### src/rtl/integ_sched_pkg.sv
// Shared definitions for the integrating scheduler: FSM encoding and accumulator geometry.
package integ_sched_pkg;

   typedef enum logic [1:0] {
      StIdle = 2'd0,
      StLoad = 2'd1,
      StAdd  = 2'd2
   } state_e;

   // Accumulator is 33 bits: a 16-bit integer field on top of 17 fractional bits.
   localparam int unsigned AccW  = 33;
   localparam int unsigned FracW = 17;
   localparam int unsigned IntW  = AccW - FracW;

   localparam int unsigned DefNch = 4;
   localparam int unsigned DefIw  = 16;

endpackage

### src/rtl/integ_sched_if.sv
// Requester-side bundle of the integrating scheduler: add handshake, clears and readback.
interface integ_sched_if
   import integ_sched_pkg::*;
#(
   parameter int unsigned NCH = DefNch,
   parameter int unsigned IW  = DefIw,
   parameter int unsigned SW  = (NCH > 1) ? $clog2(NCH) : 1
) ();

   logic [NCH-1:0]    req;
   logic [NCH*IW-1:0] inc;
   logic [NCH-1:0]    clr;
   logic [NCH-1:0]    ack;
   logic [SW-1:0]     rd_sel;
   logic [AccW-1:0]   acc_out;
   logic [NCH-1:0]    ovf;
   logic              busy;

   modport master (
      output req, inc, clr, rd_sel,
      input  ack, acc_out, ovf, busy
   );

   modport slave (
      input  req, inc, clr, rd_sel,
      output ack, acc_out, ovf, busy
   );

endinterface

### src/rtl/rr_arbiter.sv
// Combinational round-robin arbiter: first requester at or above ptr, with wrap.
module rr_arbiter #(
   parameter int unsigned NCH = 4,
   parameter int unsigned SW  = (NCH > 1) ? $clog2(NCH) : 1
) (
   input  logic [NCH-1:0] req,
   input  logic [SW-1:0]  ptr,
   output logic [NCH-1:0] grant,
   output logic [SW-1:0]  idx,
   output logic           valid
);

   // Scan offsets from farthest to nearest so the nearest requester to ptr wins.
   always_comb begin
      int c;
      logic [SW-1:0] sel;
      grant = '0;
      idx   = '0;
      valid = 1'b0;
      c     = 0;
      sel   = '0;
      for (int off = int'(NCH) - 1; off >= 0; off--) begin
         c   = (int'(ptr) + off) % int'(NCH);
         sel = SW'(c);
         if (req[sel]) begin
            grant      = '0;
            grant[sel] = 1'b1;
            idx        = sel;
            valid      = 1'b1;
         end
      end
   end

endmodule

### src/rtl/integ_sched.sv
// Integrating scheduler: NCH accumulators share one 16-bit adder, granted round-robin.
module integ_sched
   import integ_sched_pkg::*;
#(
   parameter int unsigned NCH = DefNch,
   parameter int unsigned IW  = DefIw
) (
   input  logic         clk,
   input  logic         rst_n,
   integ_sched_if.slave bus
);

   localparam int unsigned SW = (NCH > 1) ? $clog2(NCH) : 1;

   state_e                     state_q, state_d;
   logic [SW-1:0]              ptr_q, ptr_d;
   logic [SW-1:0]              win_idx_q, win_idx_d;
   logic [NCH-1:0]             win_oh_q, win_oh_d;
   logic [IntW-1:0]            op_acc_q, op_acc_d;
   logic [IntW-1:0]            op_inc_q, op_inc_d;
   logic [NCH-1:0][AccW-1:0]   acc_q, acc_d;
   logic [NCH-1:0]             ovf_q, ovf_d;
   logic [NCH-1:0]             ack_q, ack_d;
   logic [AccW-1:0]            acc_out_q, acc_out_d;

   logic [NCH-1:0]             grant;
   logic [SW-1:0]              grant_idx;
   logic                       grant_valid;
   logic [IntW:0]              sum;

   rr_arbiter #(
      .NCH (NCH),
      .SW  (SW)
   ) u_arb (
      .req   (bus.req),
      .ptr   (ptr_q),
      .grant (grant),
      .idx   (grant_idx),
      .valid (grant_valid)
   );

   // The single shared adder; bit IntW is the carry out of accumulator bit 32.
   assign sum = {1'b0, op_acc_q} + {1'b0, op_inc_q};

   // Next-state: arbitration, operand load, write-back, then clears override write-back.
   always_comb begin
      state_d   = state_q;
      ptr_d     = ptr_q;
      win_idx_d = win_idx_q;
      win_oh_d  = win_oh_q;
      op_acc_d  = op_acc_q;
      op_inc_d  = op_inc_q;
      acc_d     = acc_q;
      ovf_d     = ovf_q;
      ack_d     = '0;

      unique case (state_q)
         StIdle: begin
            if (grant_valid) begin
               win_idx_d = grant_idx;
               win_oh_d  = grant;
               state_d   = StLoad;
            end
         end
         StLoad: begin
            op_inc_d = IntW'(bus.inc[win_idx_q*IW +: IW]);
            op_acc_d = acc_q[win_idx_q][AccW-1:FracW];
            state_d  = StAdd;
         end
         StAdd: begin
            for (int unsigned i = 0; i < NCH; i++) begin
               if (win_oh_q[i]) begin
                  acc_d[i][AccW-1:FracW] = sum[IntW-1:0];
                  if (sum[IntW]) begin
                     ovf_d[i] = 1'b1;
                  end
               end
            end
            ack_d   = win_oh_q;
            ptr_d   = (win_idx_q == SW'(NCH - 1)) ? '0 : win_idx_q + SW'(1);
            state_d = StIdle;
         end
         default: state_d = StIdle;
      endcase

      // Clear wins over a same-edge write-back; the ack above is left intact.
      for (int unsigned i = 0; i < NCH; i++) begin
         if (bus.clr[i]) begin
            acc_d[i] = '0;
            ovf_d[i] = 1'b0;
         end
      end

      // Read from next-state so a write-back on this edge is visible immediately after it.
      acc_out_d = acc_d[bus.rd_sel];
   end

   // State and datapath registers.
   always_ff @(posedge clk or negedge rst_n) begin
      if (!rst_n) begin
         state_q   <= StIdle;
         ptr_q     <= '0;
         win_idx_q <= '0;
         win_oh_q  <= '0;
         op_acc_q  <= '0;
         op_inc_q  <= '0;
         acc_q     <= '0;
         ovf_q     <= '0;
         ack_q     <= '0;
         acc_out_q <= '0;
      end else begin
         state_q   <= state_d;
         ptr_q     <= ptr_d;
         win_idx_q <= win_idx_d;
         win_oh_q  <= win_oh_d;
         op_acc_q  <= op_acc_d;
         op_inc_q  <= op_inc_d;
         acc_q     <= acc_d;
         ovf_q     <= ovf_d;
         ack_q     <= ack_d;
         acc_out_q <= acc_out_d;
      end
   end

   assign bus.ack     = ack_q;
   assign bus.ovf     = ovf_q;
   assign bus.acc_out = acc_out_q;
   assign bus.busy    = (state_q != StIdle);

endmodule

### src/flat_wrapper.sv
// flat-port wrapper written by rule: the top's interface ports become plain ports
module integ_sched_flat import integ_sched_pkg::*;
#(
   parameter int unsigned NCH = DefNch,
   parameter int unsigned IW  = DefIw
)
  (clk, rst_n, bus_req, bus_inc, bus_clr, bus_rd_sel, bus_ack, bus_acc_out, bus_ovf, bus_busy);
  integ_sched_if #(.NCH(NCH), .IW(IW)) bus_i ();
  input  logic clk;
  input  logic rst_n;
  input wire logic [$bits(bus_i.req)-1:0] bus_req;
  input wire logic [$bits(bus_i.inc)-1:0] bus_inc;
  input wire logic [$bits(bus_i.clr)-1:0] bus_clr;
  input wire logic [$bits(bus_i.rd_sel)-1:0] bus_rd_sel;
  output wire logic [$bits(bus_i.ack)-1:0] bus_ack;
  output wire logic [$bits(bus_i.acc_out)-1:0] bus_acc_out;
  output wire logic [$bits(bus_i.ovf)-1:0] bus_ovf;
  output wire logic [$bits(bus_i.busy)-1:0] bus_busy;
  assign bus_i.req = bus_req;
  assign bus_i.inc = bus_inc;
  assign bus_i.clr = bus_clr;
  assign bus_i.rd_sel = bus_rd_sel;
  assign bus_ack = bus_i.ack;
  assign bus_acc_out = bus_i.acc_out;
  assign bus_ovf = bus_i.ovf;
  assign bus_busy = bus_i.busy;
  integ_sched #(.NCH(NCH), .IW(IW)) u_core (.clk(clk), .rst_n(rst_n), .bus(bus_i));
endmodule
### config.mk
export PLATFORM = sky130hd
export DESIGN_NAME = integ_sched_flat
export DESIGN_NICKNAME = d
export VERILOG_FILES = /design/src/rtl/integ_sched_pkg.sv /design/src/rtl/integ_sched_if.sv /design/src/rtl/rr_arbiter.sv /design/src/rtl/integ_sched.sv /design/src/flat_wrapper.sv
export SDC_FILE = /design/constraint.sdc
export NUM_CORES = 1
export LEC_CHECK = 0
export ABC_AREA = 1
export BUFFER_PORTS_ARGS = -buffer_cell sky130_fd_sc_hd__buf_4
export CAP_MARGIN = 20
export CORE_ASPECT_RATIO = 0.6
export CORE_MARGIN = 4
export CORE_UTILIZATION = 25
export DETAILED_ROUTE_END_ITERATION = 12
export PLACE_DENSITY = 0.5
export SYNTH_ARGS = -nofsm -noshare
export SYNTH_HDL_FRONTEND = slang
export SYNTH_HIERARCHICAL = 1
export SYNTH_SLANG_ARGS = --single-unit
### constraint.sdc
create_clock -name clk -period 2.8 [get_ports clk]
set_clock_uncertainty 0.15 [all_clocks]
set_input_delay 0.42 -clock clk [delete_from_list [all_inputs] [get_ports clk]]
set_output_delay 0.42 -clock clk [all_outputs]
set_load 0.02 [all_outputs]
==> run metrics <==
status completed; count of final setup violators 0; clk_lat worst skew 0.55 ns; initial antenna violation count 0; I/O pins about 120; Total GRT Usage 14.4%; relative slew slack 48.2%; type of the worst setup path flop to flop; H-tree levels 1; routability cong. 0.882; clk root buf clkbuf_16; share of post-route cells with drive strength above 1 between 10 and 15%; ant diodes 0; Syn Area/Cell just under 8 µm²; main flop type after synthesis dfrtp_1; element type at the critical path start flop; remaining routing DRC violations 0; Max VDD drop 0.000471 V; multi-input logic area 0.00450 mm²; DR pass1 iterations 8; Setup WS pre-CTS ~0.31 ns; Post-Syn Nets 1,534; final hold vios 0; DRT Wirelength around 34 mm; GRT Residual Overflow 0; WHS Path Cells 3; Antenna Nets Post-Route 0; CP max FO 9; RSZ-0062 raised after global routing no; die height 171 µm; CP Capture Type flop; largest family of logic cells by synthesized area simple AND/OR/NAND/NOR gates; Sw Pwr 6.16 mW; PD cells 1030 mW/mm²; Seq/Total Area, Yosys 48.3%; Ys Warns 6; P&R area growth vs syn 20.9%; Core Rows between 50 and 60; switching fraction of total power between 40% and 50%; Synth Area in Compound Gates between 10% and 20%; Mapped Area 0.0111 mm²; vias per inst ~4.5; Async SR Flop Fraction 100%; maximum clock path buffer count 3; Setup TNS Final 0 ns; CTS Buf Count 25; worst slew pin tran 0.777 ns; fillers ~4,600; R2R cell count 11; Max Fclk 399 MHz; post-synthesis adder-cell area fraction approximately 3%; CTS tree built; CTS clock-pin slew for the worst setup and hold paths 0.06 ns; Clock Sinks 215; post-synthesis register bit count 215; mux cell area share after synthesis 0%; vias in the first global route ~9,700; combinational share of power a little under half; width of the die 280 µm; setup ws final between 0.2 and 0.3 ns; post-cts resize count 0; first-pass GRT wire length 55.1 mm; library cells used by synthesis 46; # nets final between 1,500 and 2,000; die area 0.0481 mm²; R2R setup slack just under 0.3 ns; post-layout min period 2.51 ns; register share of total power between 20% and 30%; Initial Util 25.5%; clock share of power 23.3%; Starting DRT DRC Count between 700 and 800; final clock period utilization by the worst path 89.5%; port bufs about 120; largest net degree at the start of global routing 93; via count 9,575; Syn Inst Count 1,432; placed insts 2,076; number of flops mapped to enable cells by yosys 0; Hold Crit Class input port to flop; fin. max-slew vios 0; Core ar. 0.0436 mm²; CP required 3.04 ns; most frequent cells in the layout 230 x nand2_1, 230 x nor2_1, 229 x inv_1; post-DR wirelength/cell about 16 µm; Static Leakage 6.81 nW; hpwl dp approximately 22 mm; WP data arrival between 2 and 3 ns; xor and xnor area share after synthesis less than 1%; Synth Area in Simple Gates 22.0%; FF/Latch Area around 0.0054 mm²; Finished Layout Cells between 2,000 and 2,500; Internal around 7.6 mW; Max-Cap Viols 0
-- cells by family (layout without fill, tap and decap cells) --
family,after synthesis,count (layout)
DFF,215,215
and+or+nand+nor,585,585
adders and majority gates,26,26
AOI/OAI and AO/OA,292,292
buffers and inverters,311,422
xor gates and xnor gates,3,3
-- through the flow --
step	area [µm²]	power, mW	utilization [%]	hold WS, ns
6_report	13500	13.8	30.8	0.0286
5_1_grt	13500	15.0	30.8	0.0191
4_1_cts	13500	13.9	30.8	0.00474
3_5_place_dp	12600	10.6	28.9	0.252
3_3_place_gp	12600	10.6	28.9	0.258
2_1_floorplan	11100	8.66	-	-0.0256
-- routing by layer --
layer / part of all wire, % / GRT usage [%] / up-vias
met5: 0 / 0 / -
met4: 1.3 / 2.09 / 0
met3: 6.5 / 3.34 / 38
met2: 43 / 22.2 / 255
met1: 49 / 21.1 / 4544
li1: - / - / 4738
-- synthesized netlist by cell type (all sizes together) (2+ instances only) --
cell	count	area share [%]
o21a	22	1.5
o32ai	3	0.24
nand3	95	4.5
nor3	3	0.13
a211oi	3	0.25
nor2	234	8.1
or2	6	0.34
clkbuf	40	1.3
nand4	2	0.11
nand2	244	8.8
o22ai	15	0.84
o211ai	15	1.1
dfrtp	215	48
inv	238	8.1
a31oi	32	1.8
o21bai	5	0.34
buf	32	1.8
o21ai	114	5.1
a21oi	80	3.8
ha	25	2.8
xnor2	2	0.16
-- what timing repair did --
item / 4_1_cts / 5_1_grt
setup buffers: 0 / 0
hold buffers: 4 / 0
endpoints found under the setup margin: 0 / 0
hold endpoints to repair: 56 / 0
-- power groups by stage --
stage               clock, mW  combinational (mW)  sequential (mW)
detailed placement          0                6.47             4.14
finish                   3.22                6.51             4.07
CTS                      3.33                6.49             4.09
global route             3.46                7.41             4.14
global placement            0                6.43             4.13
floorplan                   0                4.58             4.08
-- flip-flops by register name (all words and copies together) (netlist names) --
| name | cells |
|---|---|
| u_core/acc_q | 132 |
| u_core/bus.acc_out | 33 |
| u_core/op_acc_q | 16 |
| u_core/op_inc_q | 16 |
| u_core/bus.ack | 4 |
| u_core/bus.ovf | 4 |
| u_core/win_oh_q | 4 |
| u_core/ptr_q | 2 |
| u_core/state_q | 2 |
| u_core/win_idx_q | 2 |
-- area by class of cell --
type	count	area share [%]
Multi-Input combinational cell	906	33.5
Sequential cell	215	40.0
Clock buffer	32	5.22
Inverter	239	6.76
Clock inverter	10	0.744
Timing Repair Buffer	141	8.46
Tap cell	579	5.38
-- final timing paths --
check | end | start
max in group asynchronous | u_core/bus.acc_out[9] | rst_n
setup / recovery | u_core/win_idx_q[0] | u_core/ptr_q[1]
min in group asynchronous | u_core/acc_q[30] | rst_n
hold / removal | u_core/op_inc_q[14] | bus_inc[30]
setup reg to reg | u_core/win_idx_q[0] | u_core/ptr_q[1]
hold reg to reg | u_core/acc_q[34] | u_core/acc_q[34]
-- critical path, cell delays in order (launching register included) --
cell      delay [ns]
dfrtp_1         0.54
inv_1           0.22
ha_1            0.37
inv_1           0.07
nand3_2         0.10
nand2_4         0.09
inv_6           0.10
nand4_1         0.10
nand2_1         0.15
clkinv_1        0.23
nand2_1         0.11
o21ai_0         0.11
(Power assumes the default switching activity.)
